[src/rtl/control_unit.sv]
// Main decoder for the 5-stage MIPS pipeline.
// Turns the ID-stage opcode into WB/MEM/EX control bundles and registers
// them into the ID/EX stage. Anything that is not R-type, LW, SW or BEQ
// (including X/Z opcodes in simulation) decodes to a bubble: all zeros.
module control_unit (
   input  logic       clk,
   input  logic       rst_n,
   input  logic [5:0] OpCode,
   output logic [1:0] WB,
   output logic [2:0] MEM,
   output logic [3:0] EX
);

   localparam logic [5:0] OP_RTYPE = 6'b000000;
   localparam logic [5:0] OP_LW    = 6'b100011;
   localparam logic [5:0] OP_SW    = 6'b101011;
   localparam logic [5:0] OP_BEQ   = 6'b000100;

   localparam logic [1:0] ALUOP_ADD   = 2'b00;
   localparam logic [1:0] ALUOP_SUB   = 2'b01;
   localparam logic [1:0] ALUOP_FUNCT = 2'b10;

   logic       reg_write;
   logic       mem_to_reg;
   logic       branch;
   logic       mem_read;
   logic       mem_write;
   logic       reg_dst;
   logic [1:0] alu_op;
   logic       alu_src;

   // Opcode decode; every field defaults to 0 so don't-cares and unknown
   // opcodes never propagate X into the pipeline.
   always_comb begin
      reg_write  = 1'b0;
      mem_to_reg = 1'b0;
      branch     = 1'b0;
      mem_read   = 1'b0;
      mem_write  = 1'b0;
      reg_dst    = 1'b0;
      alu_op     = ALUOP_ADD;
      alu_src    = 1'b0;
      case (OpCode)
         OP_RTYPE: begin
            reg_write = 1'b1;
            reg_dst   = 1'b1;
            alu_op    = ALUOP_FUNCT;
         end
         OP_LW: begin
            reg_write  = 1'b1;
            mem_to_reg = 1'b1;
            mem_read   = 1'b1;
            alu_src    = 1'b1;
         end
         OP_SW: begin
            mem_write = 1'b1;
            alu_src   = 1'b1;
         end
         OP_BEQ: begin
            branch = 1'b1;
            alu_op = ALUOP_SUB;
         end
         default: begin
         end
      endcase
   end

   // ID/EX control register; async clear inserts a bubble immediately.
   always_ff @(posedge clk or negedge rst_n) begin
      if (!rst_n) begin
         WB  <= 2'b00;
         MEM <= 3'b000;
         EX  <= 4'b0000;
      end else begin
         WB  <= {reg_write, mem_to_reg};
         MEM <= {branch, mem_read, mem_write};
         EX  <= {reg_dst, alu_op, alu_src};
      end
   end

endmodule

[config.mk]
export PLATFORM = sky130hd
export DESIGN_NAME = control_unit
export DESIGN_NICKNAME = d
export VERILOG_FILES = /design/src/rtl/control_unit.sv
export SDC_FILE = /design/constraint.sdc
export NUM_CORES = 1
export LEC_CHECK = 0
export ABC_AREA = 0
export CAP_MARGIN = 20
export CORE_AREA = 2 2 39 41
export DETAILED_ROUTE_END_ITERATION = 7
export DIE_AREA = 0 0 41 43
export SLEW_MARGIN = 40
export SYNTH_ARGS = -nofsm -noshare
export SYNTH_HDL_FRONTEND = slang
export SYNTH_SLANG_ARGS = --single-unit
[constraint.sdc]
create_clock -name clk -period 0.8 [get_ports clk]
set_input_delay 0.16 -clock clk [delete_from_list [all_inputs] [get_ports clk]]
set_output_delay 0.16 -clock clk [all_outputs]
set_load 0.005 [all_outputs]
==> results of run 1 <==
==> cells by family (layout without fill, tap and decap cells) <==
kind of cell / count (synthesis) / count (layout) / share of synthesized area, %
AOI/OAI and AO/OA: 1 / 1 / 5.503
buffers and inverters: 2 / 26 / 5.503
DFF: 7 / 7 / 64.22
and+or+nand+nor: 10 / 10 / 24.77
==> cell usage in the layout (no fill, tap or decap), drive strengths merged <==
cell type,instances
a2111oi,1
nand3,1
dlygate4sd2,2
clkbuf,4
or4,1
nor2,1
nor3,2
nand4b,1
or3,1
clkdlybuf4s50,1
buf,19
nor3b,3
dfrtp,7
==> final timing paths <==
kind                                  start          endpoint  slack, ns  depth (start not counted)
max in group asynchronous             rst_n  MEM[0]$_DFF_PN0_       0.43                          1
min in group clk                  OpCode[4]   WB[1]$_DFF_PN0_       0.19                          3
worst max-delay path       MEM[1]$_DFF_PN0_            MEM[1]      -0.09                          1
worst min-delay path                  rst_n  MEM[2]$_DFF_PN0_       0.16                          1
==> stage by stage <==
step	TNS (ns)	cell area [um^2]	hold slack, ns	util (%)	std cells
final	-0.7543	486.7	0.1562	35.17	60
after global placement	-5.058	485.5	0.4314	35.08	55
after floorplan	-0.4755	282.8	-0.1356	-	20
after CTS	-0.9647	464.2	0.1499	33.54	60
after global routing	-1.106	486.7	0.1571	35.17	60
after detailed placement	-5.247	485.5	0.4181	35.08	55
==> layout make-up <==
cell class                 count  area (um^2)
tap                           16        20.02
clock buffer                   4        26.28
timing repair buffer          22        150.1
multi-input combinational     11        115.1
fill                         149        897.1
sequential                     7        175.2
==> flip-flops by register name (all words and copies together) (netlist names) <==
name / cells
EX: 3
MEM: 3
WB: 1
==> power groups by stage <==
stage / Combinational, W / Sequential [W] / Clock, W
after floorplan: 0.0000156 / 0.000367 / 0
after global placement: 0.0000978 / 0.000366 / 0
after detailed placement: 0.0000998 / 0.000366 / 0
after CTS: 0.0000913 / 0.000360 / 0.000318
after global routing: 0.000109 / 0.000360 / 0.000341
final: 0.000101 / 0.000360 / 0.000301
==> what timing repair did <==
| item | in CTS | in global routing |
|---|---|---|
| gates resized for setup | 56 | 3 |
| pin swaps | 4 | 4 |
| hold buffers | 0 | 0 |
| setup buffers | 1 | 0 |
| cloned | 0 | 0 |
| setup endpoints to repair | 16 | 13 |
==> routing by layer <==
layer	vias to the layer above	track usage (%)
li1	119	-
met1	107	6.040
met2	17	10.94
met3	0	3.665
met4	0	8.000
met5	-	0
==> results.toml, run 1 <==
[setup_path]
cp_top_family = "flip-flops"
cp_slowest_cell = "dfrtp_1"
crit_fanout = 2
cp-end-kind = "output pin"
cp.required_ns = 0.64
cp_data_arrival_time_ns = 0.73
crit_buf_inv = 1
critPathKind = "flop to output pin"
startpoint_type = "flop"
crit_path_cell_trace = "buf_2"
worst_path_largest_cell_delay_ns = 0.37

[global_route]
grt_max_degree = 8
grt_pass1_vias = 223
track_usage_pct = 7.325
grt_pass1_wl_um = 779
antenna_found_initial = 0
gr-total-overflow = 0

[route]
wl_met2_um = 314
dr_wl_met3_um = 96
top_layer_used = "met3"
postRouteAntennaNets = 0
via_count = 243
routed_wl_um = 633
drc = 0
dr.pass1.iters = 2
vias_per_cell = 4.050
drtIter0Drc = 1
wl_per_cell_um = 10.55
met1_length_um = 221

[sta]
finalHoldViolations = 0
layout_worst_path_cycle_share_pct = 111.8
fin_crit_ns = 0.8948
grt_setup_unrepaired = "yes"
tightest_slew_ns = 0.2712
drv_slew = 0
slew_headroom_pct = 81.87
max_clock_freq_ghz = 1.118
setup_violations = 12
fin_ws_ns = -0.09480

[logic_synthesis]
ys.flop_type = "dfrtp_1"
synth_edf_count = 0
synth_top_area_share_pct = 64.22
ys.warnings.count = 0
netlist_area_um2 = 272.8
ys_top_cells_by_count = "dfrtp_1, nor3b_1, buf_4, nor3_1"
ys_types = 10
async_flop_share_pct = 100.0
ys_ff_latch = 7
syn_area_per_cell_um2 = 13.64
synthTopCellsByArea = "dfrtp_1, nor3b_1, a2111oi_2"
synthCells = 20
synth_nets = 28
ys_seq_area_share_pct = 64.22
yosysTopAreaCell = "dfrtp_1"
yosysMostFrequentCell = "dfrtp_1"

[power_and_ir_drop]
p_int_w = 0.0006050
combPwrFrac_pct = 13.2
leakagePower_nw = 0.2440
total_power_w = 0.0007617
power_density_nw_per_um2 = 1565
ir_worst_vdd_uv = 436.1
p_switching_w = 0.0001567
pwr-share-clk_pct = 39.5
p_seq_share_pct = 47.3
netSwitchingFraction_pct = 20.58

[floorplanning]
num_rows = 14
die_y_um = 43
start_util_pct = 19.71
fp.coreArea_um2 = 1384
io_pins = 17
dieArea_um2 = 1763
fp.dieW_um = 41

[clock_tree]
ctsHtreeMaxLevel = 1
cts_tree = "done"
cts_made_buffers = 3
cts_buffer_depth = 2
clockRootBuffer = "clkbuf_4"
path_clk_slew_ns = 0.05
cts.sinks = 7

[finish]
antenna_cells = 0
drive_gt1_share_pct = 63.64
nets = 53
area_growth_pct = 78.44

[status]
violations = "setup timing"
status = "finished with violations"

[run]
drv_cap = 0

[min_path]
hold_path.class = "primary input to asynchronous set/reset pin"

[placement]
globalplace.congestion = 0.6815
dpl.hpwl_um = 463.1
io_buffers = 16
pre_cts_ws_ns = -0.6514
(Power assumes the default switching activity.)
==> run 2, diff against run 1 <==
--- a/config.mk
+++ b/config.mk
@@ -6,7 +6,6 @@
 export NUM_CORES = 1
 export LEC_CHECK = 0
 export ABC_AREA = 0
-export CAP_MARGIN = 20
 export CORE_AREA = 2 2 39 41
 export DETAILED_ROUTE_END_ITERATION = 7
 export DIE_AREA = 0 0 41 43
==> results of run 2 <==
Final layout, timing and power as in run 1 (identical DEF).
